**src/rtl/filter_pkg.sv**
```systemverilog
// Shared definitions for the EMA filter: coefficient format and FSM state encoding.
package filter_pkg;

  localparam int unsigned COEF_W          = 8;
  localparam int unsigned COEF_FULL_SCALE = 256;

  typedef enum logic [1:0] {
    ST_IDLE = 2'd0,
    ST_CALC = 2'd1,
    ST_HOLD = 2'd2
  } ema_state_e;

endpackage

```
**src/rtl/ema_filter_if.sv**
```systemverilog
// Sample stream bundle for ema_filter.
//   coefficient : smoothing weight, sampled together with in_data
//   clear       : synchronous re-prime request
//   in_valid / in_ready / in_data    : input sample handshake
//   out_valid / out_ready / out_data : filtered sample handshake
// master = sample producer / result consumer, slave = the filter.
interface ema_filter_if #(
  parameter int unsigned DATA_W = 12
);
  import filter_pkg::*;

  logic [COEF_W-1:0] coefficient;
  logic              clear;
  logic              in_valid;
  logic              in_ready;
  logic [DATA_W-1:0] in_data;
  logic              out_valid;
  logic              out_ready;
  logic [DATA_W-1:0] out_data;

  modport master (
    output coefficient, clear, in_valid, in_data, out_ready,
    input  in_ready, out_valid, out_data
  );

  modport slave (
    input  coefficient, clear, in_valid, in_data, out_ready,
    output in_ready, out_valid, out_data
  );

endinterface

```
**src/rtl/ema_datapath.sv**
```systemverilog
// Combinational EMA update: y_next = (c*y + (256-c)*x + R) >> 8, or x when not primed.
//   y       : current filter state
//   x       : latched sample
//   c       : latched coefficient
//   primed  : 0 on the first sample after reset/clear (output passes x through)
//   y_next  : next filter state
// Build option: EMA_ROUND_EN defined -> R = half LSB (round half up), else R = 0 (truncate).
module ema_datapath
  import filter_pkg::*;
#(
  parameter int unsigned DATA_W = 12
) (
  input  logic [DATA_W-1:0] y,
  input  logic [DATA_W-1:0] x,
  input  logic [COEF_W-1:0] c,
  input  logic              primed,
  output logic [DATA_W-1:0] y_next
);

  localparam int unsigned ACC_W  = DATA_W + 9;
  localparam int unsigned CINV_W = COEF_W + 1;
  localparam int unsigned SHIFT  = $clog2(COEF_FULL_SCALE);

`ifdef EMA_ROUND_EN
  localparam logic [ACC_W-1:0] RND = ACC_W'(COEF_FULL_SCALE / 2);
`else
  localparam logic [ACC_W-1:0] RND = '0;
`endif

  logic [CINV_W-1:0] c_inv;
  logic [ACC_W-1:0]  acc;

  // Weights sum to full scale, so acc >> SHIFT is bounded by the larger of x and y.
  always_comb begin
    c_inv  = CINV_W'(COEF_FULL_SCALE) - CINV_W'(c);
    acc    = ACC_W'(c) * ACC_W'(y) + ACC_W'(c_inv) * ACC_W'(x) + RND;
    y_next = primed ? DATA_W'(acc >> SHIFT) : x;
  end

endmodule

```
**src/rtl/ema_filter.sv**
```systemverilog
// Exponential moving average filter with a valid/ready sample stream.
//   clk, rst_n : clock, asynchronous active-low reset
//   bus        : ema_filter_if.slave (coefficient, clear, in_*/out_* handshakes)
// One sample at a time: IDLE accepts, CALC updates the state, HOLD presents the
// result until taken. clear re-primes the filter and drops anything in flight.
// Build option: EMA_ROUND_EN selects round-half-up instead of truncation.
module ema_filter
  import filter_pkg::*;
#(
  parameter int unsigned DATA_W = 12,
  parameter int unsigned COEF_W = filter_pkg::COEF_W
) (
  input  logic           clk,
  input  logic           rst_n,
  ema_filter_if.slave    bus
);

  ema_state_e        state, state_next;
  logic [DATA_W-1:0] y;
  logic [DATA_W-1:0] y_next;
  logic [DATA_W-1:0] x_lat;
  logic [COEF_W-1:0] c_lat;
  logic [DATA_W-1:0] out_data_q;
  logic              out_valid_q, out_valid_next;
  logic              in_ready_q, in_ready_next;
  logic              primed, primed_next;
  logic              accept_c;
  logic              load_c;

  // Next-state and update strobes; clear overrides every transition.
  always_comb begin
    state_next     = state;
    out_valid_next = out_valid_q;
    primed_next    = primed;
    accept_c       = 1'b0;
    load_c         = 1'b0;

    unique case (state)
      ST_IDLE: begin
        if (bus.in_valid && in_ready_q) begin
          accept_c   = 1'b1;
          state_next = ST_CALC;
        end
      end
      ST_CALC: begin
        load_c         = 1'b1;
        out_valid_next = 1'b1;
        primed_next    = 1'b1;
        state_next     = ST_HOLD;
      end
      ST_HOLD: begin
        if (bus.out_ready) begin
          out_valid_next = 1'b0;
          state_next     = ST_IDLE;
        end
      end
      default: state_next = ST_IDLE;
    endcase

    if (bus.clear) begin
      accept_c       = 1'b0;
      load_c         = 1'b0;
      out_valid_next = 1'b0;
      primed_next    = 1'b0;
      state_next     = ST_IDLE;
    end

    // Registered ready tracks the state we are entering, so it is low in reset.
    in_ready_next = (state_next == ST_IDLE);
  end

  // State register.
  always_ff @(posedge clk or negedge rst_n) begin
    if (!rst_n) begin
      state <= ST_IDLE;
    end else begin
      state <= state_next;
    end
  end

  // Sample latch, filter state and output registers.
  always_ff @(posedge clk or negedge rst_n) begin
    if (!rst_n) begin
      x_lat       <= '0;
      c_lat       <= '0;
      y           <= '0;
      out_data_q  <= '0;
      out_valid_q <= 1'b0;
      in_ready_q  <= 1'b0;
      primed      <= 1'b0;
    end else begin
      out_valid_q <= out_valid_next;
      in_ready_q  <= in_ready_next;
      primed      <= primed_next;
      if (accept_c) begin
        x_lat <= bus.in_data;
        c_lat <= COEF_W'(bus.coefficient);
      end
      if (load_c) begin
        y          <= y_next;
        out_data_q <= y_next;
      end
    end
  end

  ema_datapath #(
    .DATA_W (DATA_W)
  ) u_datapath (
    .y      (y),
    .x      (x_lat),
    .c      (filter_pkg::COEF_W'(c_lat)),
    .primed (primed),
    .y_next (y_next)
  );

  assign bus.in_ready  = in_ready_q;
  assign bus.out_valid = out_valid_q;
  assign bus.out_data  = out_data_q;

endmodule

```
**src/flat_wrapper.sv**
```systemverilog
// flat-port wrapper written by rule: the top's interface ports become plain ports
module ema_filter_flat import filter_pkg::*;
#(
  parameter int unsigned DATA_W = 12,
  parameter int unsigned COEF_W = filter_pkg::COEF_W
)
  (clk, rst_n, bus_coefficient, bus_clear, bus_in_valid, bus_in_data, bus_out_ready, bus_in_ready, bus_out_valid, bus_out_data);
  ema_filter_if #(.DATA_W(DATA_W)) bus_i ();
  input  logic clk;
  input  logic rst_n;
  input wire logic [$bits(bus_i.coefficient)-1:0] bus_coefficient;
  input wire logic [$bits(bus_i.clear)-1:0] bus_clear;
  input wire logic [$bits(bus_i.in_valid)-1:0] bus_in_valid;
  input wire logic [$bits(bus_i.in_data)-1:0] bus_in_data;
  input wire logic [$bits(bus_i.out_ready)-1:0] bus_out_ready;
  output wire logic [$bits(bus_i.in_ready)-1:0] bus_in_ready;
  output wire logic [$bits(bus_i.out_valid)-1:0] bus_out_valid;
  output wire logic [$bits(bus_i.out_data)-1:0] bus_out_data;
  assign bus_i.coefficient = bus_coefficient;
  assign bus_i.clear = bus_clear;
  assign bus_i.in_valid = bus_in_valid;
  assign bus_i.in_data = bus_in_data;
  assign bus_i.out_ready = bus_out_ready;
  assign bus_in_ready = bus_i.in_ready;
  assign bus_out_valid = bus_i.out_valid;
  assign bus_out_data = bus_i.out_data;
  ema_filter #(.DATA_W(DATA_W), .COEF_W(COEF_W)) u_core (.clk(clk), .rst_n(rst_n), .bus(bus_i));
endmodule
```
**config.mk**
```make
export PLATFORM = sky130hd
export DESIGN_NAME = ema_filter_flat
export DESIGN_NICKNAME = d
export VERILOG_FILES = /design/src/rtl/filter_pkg.sv /design/src/rtl/ema_filter_if.sv /design/src/rtl/ema_datapath.sv /design/src/rtl/ema_filter.sv /design/src/flat_wrapper.sv
export SDC_FILE = /design/constraint.sdc
export NUM_CORES = 1
export LEC_CHECK = 0
export BUFFER_PORTS_ARGS = -buffer_cell sky130_fd_sc_hd__clkbuf_2
export CAP_MARGIN = 20
export CORE_ASPECT_RATIO = 1.4
export CORE_UTILIZATION = 55
export CTS_CLUSTER_DIAMETER = 50
export DETAILED_ROUTE_END_ITERATION = 7
export GPL_ROUTABILITY_DRIVEN = 0
export HOLD_SLACK_MARGIN = 0.02
export PLACE_DENSITY = 0.8
export SYNTH_ARGS = -nofsm -noshare
export SYNTH_HDL_FRONTEND = slang
export SYNTH_HIERARCHICAL = 1
export SYNTH_SLANG_ARGS = --single-unit
```
**constraint.sdc**
```tcl
create_clock -name clk -period 19.2 [get_ports clk]
set_input_delay 0.96 -clock clk [delete_from_list [all_inputs] [get_ports clk]]
set_output_delay 0.96 -clock clk [all_outputs]
set_load 0.01 [all_outputs]
```
# Yosys cells after proc, flatten, opt, wreduce, memory -nomap -nowiden
# Cells that the tools add are included.
[totals] input_bits=25 reg_bits=37 out_inout_bits=14 word_cells=35
[classes] addsub=2 eq_ne=3 n_reduce_logical=6 n_mul=2 n_mux=15
[ops] op="adder 20 bit" count=1
[ops] op="multiplier 8 x 12 -> 20 bit" count=1
[ops] op="multiplier 9 x 12 -> 20 bit" count=1
[ops] op="two-way mux 12 bit" count=1
[ops] op="two-way mux 1 bit" count=9
[ops] op="subtractor 9 x 8 -> 9 bit (first input constant)" count=1
[ops] op="two-way mux 2 bit" count=3
[ops] op="case mux 2 bit (3 select lines)" count=1
[ops] op="logical NOT 2 bit" count=2
[ops] op="!= test 3 bit (second input constant)" count=1
[ops] op="nonzero test 3 bit" count=1
[ops] op="equality test 2 x 1 -> 1 bit (second input constant)" count=1
[ops] op="equality test 2 bit (second input constant)" count=1
[ops] op="case mux 1 bit (2 select lines)" count=1
[ops] op="AND reduction 2 bit" count=1
[ops] op="nonzero test 2 bit" count=1
[ops] op="logical AND 1 bit" count=1

# Depth between registers and ports, before layout
[logic_depth] depth_word=5 depth_mapped=29 depth_no_buf=27

# By module
# Netlist, hierarchy kept.
[modules_own_cells] module="ema_datapath" seq_area_each_um2=0.0 cells_each=793 area_per_inst_um2=6671.4 n_inst=1
[modules_own_cells] module="ema_filter" seq_area_each_um2=925.9 cells_each=84 area_per_inst_um2=1407.6 n_inst=1

# Worst setup path before layout
# Ideal clock, no wire load.
[synth_path] path_type="flip-flop to flip-flop" from="reg u_core.c_lat[0]" to="reg u_core.out_data_q[11] (netlist: u_core/bus.out_data[11])" n_path_buf=2 synth_period_minus_slack_ps=6751 setup_ps=125 required_time_ps=19075 slack_ps=12449 arrival_time_ps=6627 stages_incl_launch_ff=29 cell_sequence="dfrtp_1 clkbuf_1 inv_1 ha_1 nand2_1 or3_1 nor3_1 clkbuf_1 nand2_1 fa_1 inv_1 fa_1 fa_1 inv_1 fa_1 inv_1 fa_1 inv_1 fa_1 inv_1 ha_1 a21o_1 a21o_1 a21o_1 a21o_1 or3_4 a41oi_1 nand3_1 mux2_2"
[synth_via] elab_chain_cells=4 word_cells_on_any_way=5 classes_between="add/sub: 2; mul: 2; mux: 1"
[synth_rtl] item="from (decl)" line="ema_filter.sv:22" text="logic [COEF_W-1:0] c_lat;"
[synth_rtl] item="from (signal assigned)" line="ema_filter.sv:97" text="c_lat <= COEF_W'(bus.coefficient);"
[synth_rtl] item="subtractor 9 x 8 -> 9 bit" line="ema_datapath.sv:35" text="c_inv = CINV_W'(COEF_FULL_SCALE) - CINV_W'(c);"
[synth_rtl] item="multiplier 9 x 12 -> 20 bit" line="ema_datapath.sv:36" text="acc = ACC_W'(c) * ACC_W'(y) + ACC_W'(c_inv) * ACC_W'(x) + RND;"
[synth_rtl] item="adder 20 bit *" line="ema_datapath.sv:36"
[synth_rtl] item="two-way mux 12 bit *" line="ema_datapath.sv:37" text="y_next = primed ? DATA_W'(acc >> SHIFT) : x;"
[synth_rtl] item="named net u_core.y_next[11]" line="ema_filter.sv:20" text="logic [DATA_W-1:0] y_next;"
[synth_rtl] item="to (signal assigned)" line="ema_filter.sv:101" text="out_data_q <= y_next;"
[synth_rtl] item="to (decl)" line="ema_filter.sv:23" text="logic [DATA_W-1:0] out_data_q;"
# The timed path passes the listed nets; every way through them passes the cells marked *.
# A chain may end at the register's enable or synchronous reset.

# Final worst setup path
[layout_path] from="reg u_core.c_lat[0]" to="reg u_core.out_data_q[10] (netlist: u_core/bus.out_data[10])"
# Same word-level chain as after synthesis.

==> flow_metrics.tcl <==
set metrics [dict create \
    worstMarginPinSlew_ns 1.101 \
    diodes 0 \
    drc_errors 0 \
    synth_fa_ha_area_frac 0.4978 \
    layout_commonest_cell "inv_1" \
    startpoint "u_core/c_lat[0]" \
    finalSetupTns_ns 0 \
    synth-xor-area-share 0.02060 \
    max_stage_delay_ns 0.94 \
    dpl.hpwl_um 14900 \
    synth_top_family_by_area "adder cells" \
    synth_compound_area_frac 0.03980 \
    wl_per_cell_um 17.69 \
    grt_pass1_vias 6683 \
    synth-main-ff-cell "dfrtp_1" \
    crit_chain "inv_1 -> ha_1 -> nand2_1 -> xor2_1 -> and2_1 -> fa_1 -> fa_1 -> fa_1 -> fa_1 -> fa_1 -> inv_1 -> fa_1 -> inv_1 -> ha_1 -> nand2_1 -> nor2_1 -> nand3_1 -> a21boi_2 -> a21oi_1 -> xnor2_1 -> mux2_2 -> mux2_2" \
    syn_nets 1128 \
    cp-endpoint "u_core/bus.out_data[10]" \
    postRouteWirelength_um 19020 \
    ys_async_sr_fraction 1.000 \
    fin_crit_sh 0.4094 \
    rr_endpoint "u_core/bus.out_data[10]" \
    postRouteAntennaNets 0 \
    period_minus_slack_ns 7.861 \
    cts_num_sinks 37 \
    criticalPathCategory "reg2reg" \
    slew_headroom 0.2635 \
    hold_viol 0 \
    grt_pass1_wl_um 32090 \
    fp-row-count 52 \
    start_kind "register" \
    grt_overflow 0 \
    cp.depth 22 \
    dieArea_um2 15180 \
    cp_common_cell "fa_1" \
    vias 5882 \
    drtIter0Drc 289 \
    fmax_mhz 127.2 \
    maxCapViolCount 0 \
    holdWs_ns 0.5450 \
    yosysWarnings 6 \
    synth_top_area_frac 0.3940 \
    syn_area_um2 8079 \
    cts_tree "done" \
    yosys.area.top_type "fa_1" \
    cts-htree-levels 2 \
    nNetsFinal 1137 \
    cts_hold_buf 0 \
    grt_max_degree 38 \
    grt_setup_unrepaired "false" \
    dpl_cell_area_um2 8356 \
    cts.path.max_buffers 2 \
    rrSetupSlack_ns 11.34 \
    drive_above_1_share 0.1140 \
    start_util 0.5619 \
    synth.area.mux_share 0.05575 \
    clock_skew_ns 0.007957 \
    r2r_cells 22 \
    die_w_um 104.4 \
    worstPathRequired_ns 19.37 \
    cts_buffers 5 \
    path_max_fanout 26 \
    path_clk_slew_ns 0.06 \
    worst_hold_path.num_cells 2 \
    maxSlewViolCount 0 \
    port_buffers 38 \
    r2r_start "u_core/c_lat[0]" \
    final_cell_mix "inv_1, fa_1, nand2_1, and2_1, ha_1" \
    outcome "finished, final reports clean" \
    cts_setup_buffers 0 \
    grt_usage 0.2723 \
    post_cts_resized 0 \
    syn_avg_cell_area_um2 9.212 \
    slowest_stage "dfrtp_1" \
    fin_area_um2 8531 \
    crit_path_end_kind "register" \
    worstPathArrival_ns 8.03 \
    yosys.area_share.simple 0.1433 \
    critPathBufInv 3 \
    synth-seq-cells 37 \
    clk_latency_ns 0.28 \
    ioPinCount 39 \
    syn_inst 877 \
    n_fill_cell 1204 \
    ys_top_cells_by_area "fa_1, dfrtp_1, inv_1" \
    clockRootBuffer "clkbuf_16" \
    ys_seq_area_frac 0.1146 \
    finalSetupViolCount 0 \
    viasPerCell 5.472 \
    coreArea_um2 14380 \
    antenna_found_initial 0 \
    synth_edf_count 0 \
    first_pass_iters 5 \
    synthDistinctLibCells 45 \
    area.growth.synth_to_final_pct 5.591 \
    cp_top_family "adder cells" \
    die_y_um 145.4 \
    hold_class "reg2reg" \
]
-- worst min-delay path, stage by stage (launching register included) --
cell	delay, ns
dfrtp_1	0.38
inv_1	0.05
a221oi_1	0.07
-- cell families after synthesis --
kind of cell / count (synthesis)
buffers and inverters: 271
AND/OR/NAND/NOR: 241
adder cells (fa/ha/maj): 226
AO/OA/AOI/OAI: 43
multiplexers: 40
flip-flops: 37
XOR/XNOR: 19
-- how the worst min path moves through the flow --
stage                         start                    to
2_1_floorplan         u_core/primed         u_core/primed
3_3_place_gp        u_core/state[0]       u_core/state[0]
3_5_place_dp   u_core/bus.out_valid  u_core/bus.out_valid
4_1_cts        u_core/bus.out_valid  u_core/bus.out_valid
5_1_grt             u_core/state[0]       u_core/state[0]
6_report       u_core/bus.out_valid  u_core/bus.out_valid
-- cell usage after synthesis, types with 8 or more instances --
library cell and n:
a21oi_1 9, a21o_1 8, clkbuf_1 37, and2_1 67, mux2_2 39, inv_1 230, fa_1 159, nand2_1 141
nor2_1 8, xnor2_1 15, ha_1 67, dfrtp_1 37
-- area by class of cell --
cell class / instances / area, um^2 / share of cell area
Tap cell: 189 / 236.5 / 0.02772
Timing Repair Buffer: 43 / 227.7 / 0.02669
Clock inverter: 2 / 35.03 / 0.004107
Multi-Input combinational cell: 569 / 6117 / 0.7171
Sequential cell: 37 / 925.9 / 0.1085
Clock buffer: 5 / 125.1 / 0.01467
Inverter: 230 / 863.3 / 0.1012
-- sequential cells by signal, summed over array words and instances, names as in the netlist --
name / count
u_core/bus.in_ready: 1
u_core/bus.out_data: 12
u_core/bus.out_valid: 1
u_core/c_lat: 8
u_core/primed: 1
u_core/state: 2
u_core/x_lat: 12
-- per-layer routing --
metal | part of all wire | vias to the layer above | global-route usage
met3 | 0.043 | 93 | 0.03090
li1 | - | 2580 | -
met2 | 0.55 | 228 | 0.4967
met1 | 0.34 | 2981 | 0.2972
met4 | 0.067 | 0 | 0.1743
met5 | 0 | - | 0
-- stage by stage --
stage	cells	worst slack (ns)	util
2_1_floorplan	877	12.45	-
3_5_place_dp	1066	11.46	0.5811
5_1_grt	1075	10.95	0.5933
6_report	1075	11.34	0.5933
3_3_place_gp	1066	11.78	0.5811
4_1_cts	1073	11.39	0.5922
Power is not shown: default switching activity piles up to over one toggle a cycle in this logic, so the estimate is an artifact.
